==> src/rtl/ifu_fetch_queue.sv <==
`default_nettype none
// ============================================================================
// Module      : ifu_fetch_queue
// Description : Instruction fetch unit with a pipelined, in-order memory
//               request port. Up to MAX_OUT fetches can be in flight.
//               Returned instructions and their PCs are buffered in a
//               DEPTH-entry FIFO that feeds decode. A redirect flushes the
//               buffer and squashes stale responses while they are still in
//               flight, so the new stream can start without waiting for the
//               old one to drain.
//               Optional macro IFU_FETCH_QUEUE_PERF_EN adds the wrapping
//               counters perf_fetched and perf_dropped.
// Revision    : 1.0 - initial release
// ============================================================================
module ifu_fetch_queue #(
  parameter int              PC_W     = 64,
  parameter int              INST_W   = 32,
  parameter logic [PC_W-1:0] RESET_PC = PC_W'(64'h8000_0000),
  parameter int              DEPTH    = 4,
  parameter int              MAX_OUT  = 2
) (
  input  logic                      clock,
  input  logic                      reset,
  input  logic                      stall,
  input  logic                      redirect_valid,
  input  logic [PC_W-1:0]           redirect_pc,
  output logic                      req_valid,
  input  logic                      req_ready,
  output logic [PC_W-1:0]           req_addr,
  input  logic                      rsp_valid,
  input  logic [INST_W-1:0]         rsp_data,
  output logic                      out_valid,
  input  logic                      out_ready,
  output logic [PC_W-1:0]           out_pc,
  output logic [INST_W-1:0]         out_inst,
  output logic [$clog2(DEPTH):0]    buf_count
`ifdef IFU_FETCH_QUEUE_PERF_EN
  ,
  output logic [31:0]               perf_fetched,
  output logic [31:0]               perf_dropped
`endif
);

  localparam int              c_cnt_w = $clog2(DEPTH) + 1;
  localparam int              c_out_w = $clog2(MAX_OUT) + 1;
  localparam int              c_buf_iw = $clog2(DEPTH);
  localparam int              c_ifl_iw = (MAX_OUT > 1) ? $clog2(MAX_OUT) : 1;
  localparam int              c_sum_w  = ((c_cnt_w > c_out_w) ? c_cnt_w : c_out_w) + 1;
  localparam logic [PC_W-1:0] c_step   = PC_W'(INST_W / 8);

  // Fetch PC and in-flight bookkeeping. r_out counts every request still
  // owed a response. r_drop counts how many of those belong to a squashed
  // stream and must be thrown away when they return.
  logic [PC_W-1:0]     r_pc;
  logic [c_out_w-1:0]  r_out;
  logic [c_out_w-1:0]  r_drop;

  // PCs of live (non-squashed) in-flight requests, in issue order
  logic [PC_W-1:0]     r_ifl_pc [MAX_OUT];
  logic [c_ifl_iw-1:0] r_ifl_wr;
  logic [c_ifl_iw-1:0] r_ifl_rd;

  // Instruction buffer towards decode
  logic [PC_W-1:0]     r_buf_pc   [DEPTH];
  logic [INST_W-1:0]   r_buf_inst [DEPTH];
  logic [c_buf_iw-1:0] r_wr;
  logic [c_buf_iw-1:0] r_rd;
  logic [c_cnt_w-1:0]  r_count;

  logic [c_out_w-1:0]  w_live;
  logic [c_sum_w-1:0]  w_credit;
  logic                w_req_valid;
  logic                w_req_fire;
  logic                w_rsp;
  logic                w_rsp_drop;
  logic                w_rsp_keep;
  logic                w_out_valid;
  logic                w_pop;
  logic                w_push;

  // In-flight PC FIFO pointer advance; a single-entry FIFO never moves
  function automatic logic [c_ifl_iw-1:0] ifl_next(input logic [c_ifl_iw-1:0] p);
    if (MAX_OUT == 1) return '0;
    else              return p + 1'b1;
  endfunction

  // Credit only counts live requests: squashed responses never land in the
  // buffer, so they do not need a reserved slot.
  assign w_live      = r_out - r_drop;
  assign w_credit    = c_sum_w'(r_count) + c_sum_w'(w_live);
  assign w_req_valid = ~reset & ~stall & ~redirect_valid
                     & (r_out < c_out_w'(MAX_OUT))
                     & (w_credit < c_sum_w'(DEPTH));
  assign w_req_fire  = w_req_valid & req_ready;

  // Responses with nothing outstanding are strays (e.g. after reset)
  assign w_rsp       = rsp_valid & (r_out != '0);
  assign w_rsp_drop  = w_rsp & (r_drop != '0);
  assign w_rsp_keep  = w_rsp & (r_drop == '0);

  assign w_out_valid = (r_count != '0) & ~redirect_valid;
  assign w_pop       = w_out_valid & out_ready;
  assign w_push      = w_rsp_keep & ~redirect_valid;

  assign req_valid   = w_req_valid;
  assign req_addr    = r_pc;
  assign out_valid   = w_out_valid;
  assign out_pc      = r_buf_pc[r_rd];
  assign out_inst    = r_buf_inst[r_rd];
  assign buf_count   = r_count;

  // Control state: PC, outstanding/drop counters, FIFO pointers and occupancy
  always_ff @(posedge clock or posedge reset) begin
    if (reset) begin
      r_pc     <= RESET_PC;
      r_out    <= '0;
      r_drop   <= '0;
      r_ifl_wr <= '0;
      r_ifl_rd <= '0;
      r_wr     <= '0;
      r_rd     <= '0;
      r_count  <= '0;
    end else if (redirect_valid) begin
      // Everything still owed after this cycle belongs to the old stream
      r_pc     <= redirect_pc;
      r_out    <= r_out - c_out_w'(w_rsp);
      r_drop   <= r_out - c_out_w'(w_rsp);
      r_ifl_wr <= '0;
      r_ifl_rd <= '0;
      r_wr     <= '0;
      r_rd     <= '0;
      r_count  <= '0;
    end else begin
      if (w_req_fire) begin
        r_pc     <= r_pc + c_step;
        r_ifl_wr <= ifl_next(r_ifl_wr);
      end
      if (w_rsp_keep) begin
        r_ifl_rd <= ifl_next(r_ifl_rd);
      end
      if (w_rsp_drop) begin
        r_drop <= r_drop - 1'b1;
      end
      r_out <= r_out + c_out_w'(w_req_fire) - c_out_w'(w_rsp);
      if (w_push) begin
        r_wr <= r_wr + 1'b1;
      end
      if (w_pop) begin
        r_rd <= r_rd + 1'b1;
      end
      r_count <= r_count + c_cnt_w'(w_push) - c_cnt_w'(w_pop);
    end
  end

  // Payload storage; contents are only meaningful under the valid pointers
  always_ff @(posedge clock) begin
    if (w_req_fire) begin
      r_ifl_pc[r_ifl_wr] <= r_pc;
    end
    if (w_push) begin
      r_buf_pc[r_wr]   <= r_ifl_pc[r_ifl_rd];
      r_buf_inst[r_wr] <= rsp_data;
    end
  end

`ifdef IFU_FETCH_QUEUE_PERF_EN
  logic [31:0] r_perf_fetched;
  logic [31:0] r_perf_dropped;

  // Count buffered instructions and squashed responses (incl. the one
  // arriving in a redirect cycle)
  always_ff @(posedge clock or posedge reset) begin
    if (reset) begin
      r_perf_fetched <= '0;
      r_perf_dropped <= '0;
    end else begin
      if (w_push) begin
        r_perf_fetched <= r_perf_fetched + 32'd1;
      end
      if (w_rsp & (redirect_valid | (r_drop != '0))) begin
        r_perf_dropped <= r_perf_dropped + 32'd1;
      end
    end
  end

  assign perf_fetched = r_perf_fetched;
  assign perf_dropped = r_perf_dropped;
`endif

endmodule
`default_nettype wire

==> config.mk <==
export PLATFORM = sky130hd
export DESIGN_NAME = ifu_fetch_queue
export DESIGN_NICKNAME = d
export VERILOG_FILES = /design/src/rtl/ifu_fetch_queue.sv
export SDC_FILE = /design/constraint.sdc
export NUM_CORES = 1
export LEC_CHECK = 0
export ABC_CLOCK_PERIOD_IN_PS = 8900
export CORE_MARGIN = 1.5
export CORE_UTILIZATION = 58
export CTS_CLUSTER_SIZE = 28
export DETAILED_ROUTE_END_ITERATION = 10
export DONT_BUFFER_PORTS = 1
export PLACE_DENSITY = 0.74
export REMOVE_ABC_BUFFERS = 1
export SYNTH_ARGS = -nofsm -noshare
export SYNTH_HDL_FRONTEND = slang
export SYNTH_SLANG_ARGS = --single-unit
==> constraint.sdc <==
create_clock -name clock -period 8.9 [get_ports clock]
set_clock_uncertainty 0.2 [all_clocks]
set_input_delay 2.225 -clock clock [delete_from_list [all_inputs] [get_ports clock]]
set_output_delay 2.225 -clock clock [all_outputs]
set_load 0.1 [all_outputs]
==> metrics.txt <==
# TYPE chip_impl_metric gauge
chip_impl_metric{name="depth_of_the_worst_hold_timing_path",unit=""} 1
chip_impl_metric{name="seq_power_share",unit="%"} 43.8
chip_impl_info{name="crit_path_top_delay_cell",value="sky130_fd_sc_hd__and3_1"} 1
chip_impl_info{name="critical_path.startpoint",value="stall"} 1
chip_impl_metric{name="p_leak",unit="uW"} 0.00843
chip_impl_info{name="cts_tree",value="yes"} 1
chip_impl_metric{name="final.fill_count",unit=""} 2628
chip_impl_metric{name="post_route_cells_drive_above_1_share",unit="%"} 22.9
chip_impl_metric{name="cts_buffer_depth",unit=""} 3
chip_impl_info{name="worstReg2RegStart",value="buf_count[1]$_DFF_PP0_"} 1
chip_impl_metric{name="layout_worst_path_cycle_share",unit="%"} 66.4
chip_impl_metric{name="placedCellCount",unit=""} 1815
chip_impl_metric{name="ys_seq_area_share",unit="%"} 73.5
chip_impl_metric{name="postLayoutSetupSlackWorst",unit="ns"} 2.99
chip_impl_info{name="unrepaired_setup_endpoints_after_global_routing",value="no"} 1
chip_impl_metric{name="place_hpwl",unit="um"} 31400
chip_impl_metric{name="cell_area_after_layout",unit="um^2"} 26300
chip_impl_metric{name="die_width",unit="um"} 204
chip_impl_metric{name="yosys.area_share.simple",unit="%"} 7.59
chip_impl_metric{name="post_synth_xor_area_fraction",unit="%"} 0.893
chip_impl_metric{name="post_synth_fa_ha_maj_area_fraction",unit="%"} 0.776
chip_impl_metric{name="grt_pass1_vias",unit=""} 12096
chip_impl_metric{name="switching_power",unit="uW"} 2920
chip_impl_metric{name="fin_setup_tns",unit="ns"} 0
chip_impl_info{name="ys_dominant_reg_cell",value="sky130_fd_sc_hd__edfxtp_1"} 1
chip_impl_metric{name="p_clk_share",unit="%"} 30.6
chip_impl_info{name="crit_chain",value="nor4_2 > and3_1"} 1
chip_impl_metric{name="cts_inserted_buffers",unit=""} 58
chip_impl_metric{name="post-cts-setup-buffers",unit=""} 0
chip_impl_metric{name="worst_path_arrival",unit="ns"} 3.48
chip_impl_metric{name="synthesis.instances",unit=""} 1306
chip_impl_metric{name="ys_ff_latch",unit=""} 589
chip_impl_info{name="most-common-layout-cells",value="512 x sky130_fd_sc_hd__edfxtp_1, 96 x sky130_fd_sc_hd__mux4_2, 76 x sky130_fd_sc_hd__nand2_1"} 1
chip_impl_metric{name="path_clk_slew",unit="ns"} 0.06
chip_impl_metric{name="synthesized_area",unit="um^2"} 23500
chip_impl_metric{name="synth_compound_area_share",unit="%"} 3.23
chip_impl_metric{name="cell_internal_pwr",unit="uW"} 5070
chip_impl_metric{name="slew_violations",unit=""} 0
chip_impl_metric{name="syn_to_final_growth",unit="%"} 11.7
chip_impl_info{name="worst_hold_check_path_type",value="reg -> reg"} 1
chip_impl_metric{name="grt_max_degree",unit=""} 105
chip_impl_metric{name="max_cap_viol_count",unit=""} 0
chip_impl_metric{name="synth.area.mux_share",unit="%"} 12.6
chip_impl_info{name="status",value="finished, final reports clean"} 1
chip_impl_info{name="timing.critical_path.from_type",value="primary input"} 1
chip_impl_metric{name="dieHeight",unit="um"} 204
chip_impl_metric{name="routed_vias",unit=""} 12214
chip_impl_metric{name="vdd.ir_drop.worst",unit="mV"} 0.210
chip_impl_metric{name="crit_required",unit="ns"} 6.48
chip_impl_metric{name="cts_resized",unit=""} 0
chip_impl_metric{name="fp.coreArea",unit="um^2"} 39900
chip_impl_metric{name="drt.antenna.violating_nets",unit=""} 0
chip_impl_metric{name="yosys_warnings",unit=""} 0
chip_impl_metric{name="antenna_violations_before_repair",unit=""} 14
chip_impl_metric{name="routabilityCongestion",unit=""} 0.880
chip_impl_metric{name="final.min_clock_period",unit="ns"} 5.91
chip_impl_metric{name="whs",unit="ns"} 0.317
chip_impl_metric{name="yosysUniqueCellTypes",unit=""} 55
chip_impl_info{name="criticalPathCategory",value="in -> out"} 1
chip_impl_info{name="mostFrequentLayoutCell",value="sky130_fd_sc_hd__edfxtp_1"} 1
chip_impl_metric{name="drt-initial-drc-count",unit=""} 1019
chip_impl_metric{name="die_area",unit="um^2"} 41800
chip_impl_metric{name="fmax",unit="MHz"} 169
chip_impl_metric{name="tritoncts_num_sinks",unit=""} 589
chip_impl_metric{name="post-place-ws",unit="ns"} 3.00
chip_impl_metric{name="final_nets",unit=""} 1467
chip_impl_metric{name="worst_r2r_path_depth",unit=""} 8
chip_impl_metric{name="cts_htree_levels",unit=""} 2
chip_impl_metric{name="timing.critical_path.fanout_max",unit=""} 4
chip_impl_metric{name="route.detailed.wl_per_inst",unit="um"} 26.2
chip_impl_metric{name="grt_remaining_overflow",unit=""} 0
chip_impl_metric{name="track_usage",unit="%"} 24.7
chip_impl_metric{name="timing_worst_slew_pin_value",unit="ns"} 1.23
chip_impl_metric{name="finalSetupViolations",unit=""} 0
chip_impl_metric{name="place_area",unit="um^2"} 24300
chip_impl_metric{name="p_per_area",unit="nW/um^2"} 304
chip_impl_metric{name="crit_path_buf_inv_count",unit=""} 0
chip_impl_metric{name="final_cell_count_no_fill",unit=""} 1932
chip_impl_metric{name="synth_area_per_cell",unit="um^2"} 18.0
chip_impl_metric{name="timing.slew.headroom",unit="%"} 18.0
chip_impl_metric{name="grt_pass1_wl",unit="um"} 76000
chip_impl_metric{name="dr.pass1.iters",unit=""} 5
chip_impl_metric{name="number_of_port_buffers",unit=""} 0
chip_impl_metric{name="timing.critical_path.depth",unit=""} 2
chip_impl_metric{name="design.portCount",unit=""} 268
chip_impl_metric{name="clk_latency",unit="ns"} 0.61
chip_impl_metric{name="switching_share",unit="%"} 36.5
chip_impl_info{name="worstReg2RegEnd",value="r_ifl_pc[0][43]$_DFFE_PP_"} 1
chip_impl_metric{name="power_frac_comb",unit="%"} 25.5
chip_impl_info{name="path_delay_family",value="simple AND/OR/NAND/NOR gates"} 1
chip_impl_info{name="cts_root_buffer",value="sky130_fd_sc_hd__clkbuf_16"} 1
chip_impl_metric{name="route.final.wire_length",unit="um"} 50700
chip_impl_metric{name="critical-path-max-stage-delay",unit="ns"} 0.87
chip_impl_metric{name="postSynth.asyncResetShare",unit="%"} 13.1
chip_impl_info{name="critical_path_end_type",value="primary output"} 1
chip_impl_metric{name="start_util",unit="%"} 59.0
chip_impl_metric{name="number_of_flops_mapped_to_enable_cells_by_yosys",unit=""} 512
chip_impl_metric{name="post-route-drc-count",unit=""} 0
chip_impl_metric{name="timing.reg2reg.setup_slack",unit="ns"} 4.19
chip_impl_info{name="worst_setup_path_endpoint",value="req_valid"} 1
chip_impl_metric{name="finalHoldViolCount",unit=""} 0
chip_impl_info{name="synth_top_family_by_area",value="multiplexers"} 1
chip_impl_metric{name="num_rows",unit=""} 73
chip_impl_metric{name="cts-hold-fix-buffers",unit=""} 0
chip_impl_metric{name="post_drt_via_cell_ratio",unit=""} 6.32
## worst min path at each step
stage,to,slack (ns),start
after floorplan,r_ifl_wr$_DFFE_PP0P_,0.32,r_ifl_wr$_DFFE_PP0P_
after global placement,req_addr[38]$_DFFE_PP0P_,0.30,req_addr[38]$_DFFE_PP0P_
after detailed placement,req_addr[38]$_DFFE_PP0P_,0.30,req_addr[38]$_DFFE_PP0P_
after CTS,req_addr[38]$_DFFE_PP0P_,0.31,req_addr[38]$_DFFE_PP0P_
after global routing,req_addr[38]$_DFFE_PP0P_,0.32,req_addr[38]$_DFFE_PP0P_
final,req_addr[38]$_DFFE_PP0P_,0.32,req_addr[38]$_DFFE_PP0P_
## worst reg2reg max path, cell delays in order (launching register included)
cell	delay, ns
sky130_fd_sc_hd__dfrtp_1	1.05
sky130_fd_sc_hd__ha_1	0.38
sky130_fd_sc_hd__nand3b_1	0.15
sky130_fd_sc_hd__and4_2	0.24
sky130_fd_sc_hd__buf_4	0.48
sky130_fd_sc_hd__inv_2	0.07
sky130_fd_sc_hd__buf_4	0.34
sky130_fd_sc_hd__nor2_4	0.80
sky130_fd_sc_hd__buf_4	0.60
## synthesized netlist by cell type, types with 18 or more instances
cell type	count	area [um^2]
sky130_fd_sc_hd__nand4_1	27	169
sky130_fd_sc_hd__nand3_1	60	300
sky130_fd_sc_hd__nand2_1	76	285
sky130_fd_sc_hd__a31oi_1	18	113
sky130_fd_sc_hd__inv_1	22	82.6
sky130_fd_sc_hd__or4_1	19	143
sky130_fd_sc_hd__dfrtp_1	76	1900
sky130_fd_sc_hd__nor2_1	25	93.8
sky130_fd_sc_hd__mux2_2	67	754
sky130_fd_sc_hd__edfxtp_1	512	15400
sky130_fd_sc_hd__and2_1	21	131
sky130_fd_sc_hd__o211ai_1	26	195
sky130_fd_sc_hd__mux4_2	96	2160
sky130_fd_sc_hd__clkbuf_1	41	154
sky130_fd_sc_hd__o21ai_0	26	130
## cell type report
| class | instances | area [um^2] | area share, % |
|---|---|---|---|
| clock buffers | 73 | 1570 | 5.97 |
| diodes | 9 | 22.5 | 0.0857 |
| clock inverters | 35 | 357 | 1.36 |
| well taps | 525 | 657 | 2.50 |
| repair buffers | 46 | 345 | 1.31 |
| multi-input cells | 632 | 5930 | 22.6 |
| flip-flops and latches | 589 | 17300 | 65.9 |
| inverters | 23 | 87.6 | 0.333 |
## per-stage QoR
stage	util (%)	power, uW
2_1_floorplan	-	5350
3_3_place_gp	61.0	5590
3_5_place_dp	61.0	5620
4_1_cts	65.8	8050
5_1_grt	65.8	8230
6_report	65.8	7990
## kinds of logic (layout without fill, tap and decap cells)
kind of cell	count (synthesis)	after routing
mux	167	167
fa+ha+maj	14	14
compound gates	112	112
buf+inv	85	177
flops	589	589
other cells	0	9
simple gates	315	315
xor+xnor	24	24
## power by group through the flow
stage | sequential [uW] | clock (uW) | combinational (uW)
after floorplan | 3710 | 0 | 1640
after global placement | 3550 | 0 | 2040
after detailed placement | 3560 | 0 | 2060
after CTS | 3510 | 2480 | 2060
after global routing | 3530 | 2580 | 2120
final | 3500 | 2440 | 2040
## flip-flops by register name (all words and copies together), names as in the netlist
signal      flops
buf_count       3
r_buf_inst    128
r_buf_pc      256
r_drop          2
r_ifl_pc      128
r_ifl_rd        1
r_ifl_wr        1
r_out           2
r_rd            2
r_wr            2
req_addr       64
## metal layers
metal / part of all wire (%) / vias to the layer above / global-route usage, %
met5: 0.069 / - / 0
met4: 1.7 / 6 / 6.36
met3: 9.8 / 78 / 7.70
met2: 50 / 524 / 39.7
met1: 39 / 6197 / 33.0
li1: - / 5409 / -
No activity file was read; power rests on OpenSTA's default activity.
